==> src/rtl/mem_pkg.sv <==
// Shared definitions for the data-memory stage: access sizes, FSM state type
// and the load lane-select/extend helper.
package mem_pkg;

   localparam logic [1:0] SZ_BYTE = 2'b00;
   localparam logic [1:0] SZ_HALF = 2'b01;
   localparam logic [1:0] SZ_WORD = 2'b10;

   typedef enum logic {IDLE = 1'b0, MERGE = 1'b1} mstate_e;

   // Pick the byte/half lane out of a little-endian word and extend it.
   function automatic logic [31:0] extract(input logic [31:0] w,
                                           input logic [1:0]  sz,
                                           input logic [1:0]  off,
                                           input logic        sgn);
      logic [7:0]  b;
      logic [15:0] h;
      case (off)
         2'd0:    b = w[7:0];
         2'd1:    b = w[15:8];
         2'd2:    b = w[23:16];
         default: b = w[31:24];
      endcase
      h = off[1] ? w[31:16] : w[15:0];
      case (sz)
         SZ_BYTE: return {{24{sgn & b[7]}}, b};
         SZ_HALF: return {{16{sgn & h[15]}}, h};
         default: return w;
      endcase
   endfunction

endpackage

==> src/rtl/data_ram_sync.sv <==
// DEPTH x 32 synchronous RAM: one write port, one read port with a read enable
// so the output register holds when no read is requested.
module data_ram_sync #(
   parameter int DEPTH = 64,
   parameter int AW    = $clog2(DEPTH)
) (
   input  logic          clk_i,
   input  logic          we_i,
   input  logic [AW-1:0] waddr_i,
   input  logic [31:0]   wdata_i,
   input  logic          re_i,
   input  logic [AW-1:0] raddr_i,
   output logic [31:0]   rdata_o
);

   logic [31:0] mem_q [DEPTH];
   logic [31:0] rdata_q;

   always_ff @(posedge clk_i) begin
      if (we_i) mem_q[waddr_i] <= wdata_i;
      if (re_i) rdata_q <= mem_q[raddr_i];
   end

   assign rdata_o = rdata_q;

endmodule

==> src/rtl/mem_access_stage.sv <==
// MEM stage with byte/half/word loads and stores over a synchronous RAM.
// Sub-word support (two-cycle read-modify-write stores) needs MEM_SUBWORD_EN.
module mem_access_stage
   import mem_pkg::*;
#(
   parameter int DEPTH = 64,
   parameter int AW    = $clog2(DEPTH)
) (
   input  logic        clk,
   input  logic        reset,
   input  logic        MemRead_mem,
   input  logic        MemWrite_mem,
   input  logic [1:0]  MemSize_mem,
   input  logic        MemSigned_mem,
   input  logic [31:0] Addr_mem,
   input  logic [31:0] WriteData_mem,
   output logic [31:0] MemDout_wb,
   output logic        MemStall,
   output logic        AddrErr
);

   logic [AW-1:0] idx;
   logic [1:0]    size_eff;
   logic          sgn_eff, in_merge, misal, is_ld, word_st, sub_st;
   logic          ram_we, ram_re;
   logic [AW-1:0] ram_waddr;
   logic [31:0]   ram_wdata, rdata;

   logic          ld_q, lerr_q, sgn_q;
   logic [1:0]    size_q, off_q;
   logic [31:0]   hold_q;

   assign idx = Addr_mem[AW+1:2];

`ifdef MEM_SUBWORD_EN
   mstate_e       state_q;
   logic [15:0]   data_q;
   logic [AW-1:0] idx_q;
   logic [31:0]   merged;
   logic          unused_hi;

   assign unused_hi = ^Addr_mem[31:AW+2];
   assign size_eff  = (MemSize_mem == 2'b11) ? SZ_WORD : MemSize_mem;
   assign sgn_eff   = MemSigned_mem;
   assign in_merge  = (state_q == MERGE);
   assign MemStall  = sub_st;

   always_comb begin
      merged = rdata;
      if (size_q == SZ_HALF) begin
         if (off_q[1]) merged[31:16] = data_q;
         else          merged[15:0]  = data_q;
      end else begin
         case (off_q)
            2'd0:    merged[7:0]   = data_q[7:0];
            2'd1:    merged[15:8]  = data_q[7:0];
            2'd2:    merged[23:16] = data_q[7:0];
            default: merged[31:24] = data_q[7:0];
         endcase
      end
   end

   assign ram_waddr = in_merge ? idx_q  : idx;
   assign ram_wdata = in_merge ? merged : WriteData_mem;

   // Merge state keeps its own copy of the store; held upstream inputs are not trusted.
   always_ff @(posedge clk) begin
      if (reset) begin
         state_q <= IDLE;
         data_q  <= '0;
         idx_q   <= '0;
      end else begin
         case (state_q)
            IDLE: if (sub_st) begin
               state_q <= MERGE;
               data_q  <= WriteData_mem[15:0];
               idx_q   <= idx;
            end
            default: state_q <= IDLE;
         endcase
      end
   end
`else
   logic unused_in;

   assign unused_in = ^{Addr_mem[31:AW+2], MemSize_mem, MemSigned_mem};
   assign size_eff  = SZ_WORD;
   assign sgn_eff   = 1'b0;
   assign in_merge  = 1'b0;
   assign MemStall  = 1'b0;
   assign ram_waddr = idx;
   assign ram_wdata = WriteData_mem;
`endif

   assign misal   = ((size_eff == SZ_HALF) & Addr_mem[0]) |
                    ((size_eff == SZ_WORD) & (|Addr_mem[1:0]));
   // Read+write together is a store, so loads need MemWrite low.
   assign is_ld   = !in_merge && MemRead_mem && !MemWrite_mem;
   assign word_st = !in_merge && MemWrite_mem && (size_eff == SZ_WORD) && !misal;
   assign sub_st  = !in_merge && MemWrite_mem && (size_eff != SZ_WORD) && !misal;
   assign AddrErr = !in_merge && (MemRead_mem || MemWrite_mem) && misal;

   assign ram_we  = !reset && (in_merge || word_st);
   assign ram_re  = (is_ld && !misal) || sub_st;

   data_ram_sync #(.DEPTH(DEPTH), .AW(AW)) u_ram (
      .clk_i   (clk),
      .we_i    (ram_we),
      .waddr_i (ram_waddr),
      .wdata_i (ram_wdata),
      .re_i    (ram_re),
      .raddr_i (idx),
      .rdata_o (rdata)
   );

   assign MemDout_wb = !ld_q  ? hold_q :
                       lerr_q ? 32'h0  : extract(rdata, size_q, off_q, sgn_q);

   always_ff @(posedge clk) begin
      if (reset) begin
         ld_q   <= 1'b0;
         lerr_q <= 1'b0;
         sgn_q  <= 1'b0;
         size_q <= SZ_BYTE;
         off_q  <= 2'b00;
         hold_q <= '0;
      end else begin
         hold_q <= MemDout_wb;
         ld_q   <= is_ld;
         lerr_q <= is_ld && misal;
         if (is_ld || sub_st) begin
            size_q <= size_eff;
            off_q  <= Addr_mem[1:0];
            sgn_q  <= sgn_eff;
         end
      end
   end

endmodule
==> config.mk <==
export PLATFORM = sky130hd
export DESIGN_NAME = mem_access_stage
export DESIGN_NICKNAME = d
export VERILOG_FILES = /design/src/rtl/mem_pkg.sv /design/src/rtl/data_ram_sync.sv /design/src/rtl/mem_access_stage.sv
export SDC_FILE = /design/constraint.sdc
export NUM_CORES = 2
export LEC_CHECK = 0
export CAP_MARGIN = 20
export CORE_MARGIN = 4
export CORE_UTILIZATION = 49
export DETAILED_ROUTE_END_ITERATION = 6
export HOLD_SLACK_MARGIN = 0.1
export PLACE_DENSITY = 0.67
export SLEW_MARGIN = 20
export SYNTH_ARGS = -nofsm -noshare
export SYNTH_HDL_FRONTEND = slang
export SYNTH_SLANG_ARGS = --single-unit
==> constraint.sdc <==
create_clock -name clk -period 3.45 [get_ports clk]
set_input_delay 0.5175 -clock clk [delete_from_list [all_inputs] [get_ports clk]]
set_output_delay 0.5175 -clock clk [all_outputs]
set_load 0.01 [all_outputs]
==> metrics.txt <==
Filler cells 11800; final hold violation count 0; sequential share of power 0.533; Clock transition at path regs 60 ps; DRT Pass-1 Iters 7; Sw Share 0.214; Netlist cell types 68; hold_buf cts 0; largest family of logic cells by synthesized area compound AO/OA/AOI/OAI gates; min-delay src WriteData_mem[3]; post-synthesis xor/xnor area fraction 0; Critical Path RT 2930 ps; Synth Flop Type edfxtp_1; vias in the first global route 46200; Die H 413 um; count of flip-flops with a built-in enable after synthesis 2080; clock root cell clkbuf_16; max-cap check violation count 0; antenna violations before repair 7; H-tree levels 4; GRT Total Usage 0.263; Cell Rows 148; Netlist Area Pre-Place 80500 um^2; largest net degree at the start of global routing 67; Setup crit start size_q[1]$_SDFFE_PP0P_; gr ovfl total 0; Via density 6.58; share of cells above drive strength 1 0.180; fin crit period 3350 ps; placed cell areas 88100 um^2; simple-gate share of the synthesized area 0.0313; CP Max Fanout 24; setup violators final 0; Clk Latency, worst-skew pair 850 ps; sequential-to-total area share from yosys stat 0.785; multiplexer share of the synthesized area 0.0428; Area Growth Syn to Fin 17.8%; io pins 105; startpoint type of the worst setup path flop; clock buffer depth 3; Cells after Synth 4634; Core Util, Final 0.582; Compound-Gate Fraction of Synth Area 0.119; Final GP Congestion 0.870; final instance area 94800 um^2; # DRC 8; PortBufs 76; Mapped Nets 4705; TritonCTS Sinks 2117; ys async rst share 0; Worst Hold Class in2reg; Die Wd 413 um; core area 163000 um^2; Hold Path Cell Cnt 1; VDD IR max 0.438 mV; 1st-iter DRT viols 6868; max-slew violation count 0; Clock power frac 0.413; CP endpoint kind output port; Logic pwr share 0.054; crit path DAT 2830 ps; Tcrit/Tclk final 0.971; CTS tree built; Psw 11400 uW; Seq cells post-synth 2117; Synth Area per Inst 17.4 um^2; hold endpoint u_ram.mem_q[34][3]$_DFFE_PP_; R2R setup slack 1070 ps; internal power 41800 uW; final WL 227 mm; fmax 299 MHz; FF-to-FF Start u_ram.mem_q[51][24]$_DFFE_PP_; Post-DRT Antenna Nets 0; Ys Warns 0; leak pwr 0.0300 uW; Net count, final 5022; Avg WL per Cell 31.1 um; slew at the pin closest to its max-slew limit 1120 ps; DIE AREA 171000 um^2; cts bufs inserted 201; Detailed Place HPWL 136 mm; Via Count 48000; Critical R2R Capture u_ram.rdata_o[24]$_DFFE_PP_; status finished, violations left; PwrDens 561 nW/um^2; global-route wire length before repair 326 mm; relative slew slack 0.255; crit path kind reg2out; Post-Synth Adder-Cell Area 0; failing checks design-rule violations; Register-to-Register Path Depth 6; Initial Utilization 0.494; skew final 34.6 ps
[power by group through the flow]
stage / Combinational [uW] / Sequential [uW] / Clock, uW
6_report: 2900 / 28300 / 21900
5_1_grt: 3050 / 28300 / 23300
4_1_cts: 2840 / 28300 / 22200
3_5_place_dp: 2830 / 28900 / 0
3_3_place_gp: 2770 / 28900 / 0
2_1_floorplan: 1370 / 28800 / 0
[placed cells by master (no fill, tap or decap), types with 81 or more instances in the layout]
master        n
nor3_1       81
clkbuf_16   206
buf_4       225
o21ai_0     143
edfxtp_1   2080
nand2_1     113
buf_12      189
mux2i_1     196
nor2_1      141
o22ai_1     158
a221oi_1    412
a21oi_1     115
a22oi_1     250
[synth_stat cells, drive strengths merged, types with 16 or more instances]
cell,count,area [um^2]
a211oi,40,300
a21oi,115,576
a221oi,416,3670
a22o,42,368
a22oi,251,1890
a31oi,18,113
and3,16,100
buf,194,1050
clkbuf,166,623
dfxtp,37,741
edfxtp,2080,62500
inv,29,109
mux2,69,785
mux2i,196,1960
mux4,31,698
nand2,115,432
nor2,210,801
nor2b,39,251
nor3,83,415
o211ai,42,315
o21ai,149,746
o22ai,158,988
[final cells by class]
cell class                      count  area [um^2]  share of cell area
Antenna cell                        2         5.00           0.0000528
Clock buffer                      246         5310              0.0560
Clock inverter                    126         1270              0.0134
Inverter                           30          119             0.00125
Multi-Input combinational cell   2127        16100               0.170
Sequential cell                  2117        63200               0.667
Tap cell                         2175         2720              0.0287
Timing Repair Buffer              474         6060              0.0639
[kinds of logic (layout without fill, tap and decap cells)]
group | after synthesis | after routing
AOI/OAI and AO/OA | 1293 | 1293
buffers and inverters | 390 | 876
DFF | 2117 | 2117
muxes | 296 | 296
other | 1 | 3
and+or+nand+nor | 537 | 537
[per-stage QoR]
step           setup slack (ps)  power [uW]  instances  hold slack, ps  setup TNS [ps]
6_report                    100       53200       7297             216               0
5_1_grt                   -10.9       54600       7295             210           -13.0
4_1_cts                   -4.80       53300       7293             181           -4.80
3_5_place_dp               77.7       31700       6921             579               0
3_3_place_gp               91.0       31600       6921             577               0
2_1_floorplan              -216       30200       4634             605         -293070
[worst max-delay path: stages (launching register included)]
cell,delay [ps]
dfxtp_2,430
clkinv_1,170
buf_4,200
nor2_1,130
buf_6,230
nand2_1,80
o21ai_0,140
clkdlybuf4s50_1,600
[per-layer routing]
metal | wire [um] | track usage | vias to the layer above
met5 | 12 | 0 | -
met4 | 7420 | 0.0859 | 2
met3 | 25800 | 0.0613 | 483
met2 | 105000 | 0.407 | 3164
met1 | 88500 | 0.371 | 24500
li1 | - | - | 19900
[worst max path at each step]
stage | endpoint | slack, ps | cells after the start
2_1_floorplan | u_ram.mem_q[14][0]$_DFFE_PP_ | -220 | 9
3_3_place_gp | u_ram.rdata_o[31]$_DFFE_PP_ | 90 | 8
3_5_place_dp | u_ram.rdata_o[31]$_DFFE_PP_ | 80 | 8
4_1_cts | MemDout_wb[4] | -5 | 4
5_1_grt | MemDout_wb[20] | -10 | 7
6_report | MemDout_wb[26] | 100 | 7
[state kept, by name, summed over array words and instances, names as in the netlist]
register	flops
u_ram.mem_q	2048
hold_q	32
u_ram.rdata_o	32
off_q	2
ld_q	1
lerr_q	1
size_q	1
[timing repair]
action	4_1_cts	5_1_grt
setup buffers	0	1
endpoints found under the hold margin	0	0
resized for setup	8	13
pin swaps	0	1
endpoints found under the setup margin	14	25
(Power assumes the default switching activity.)
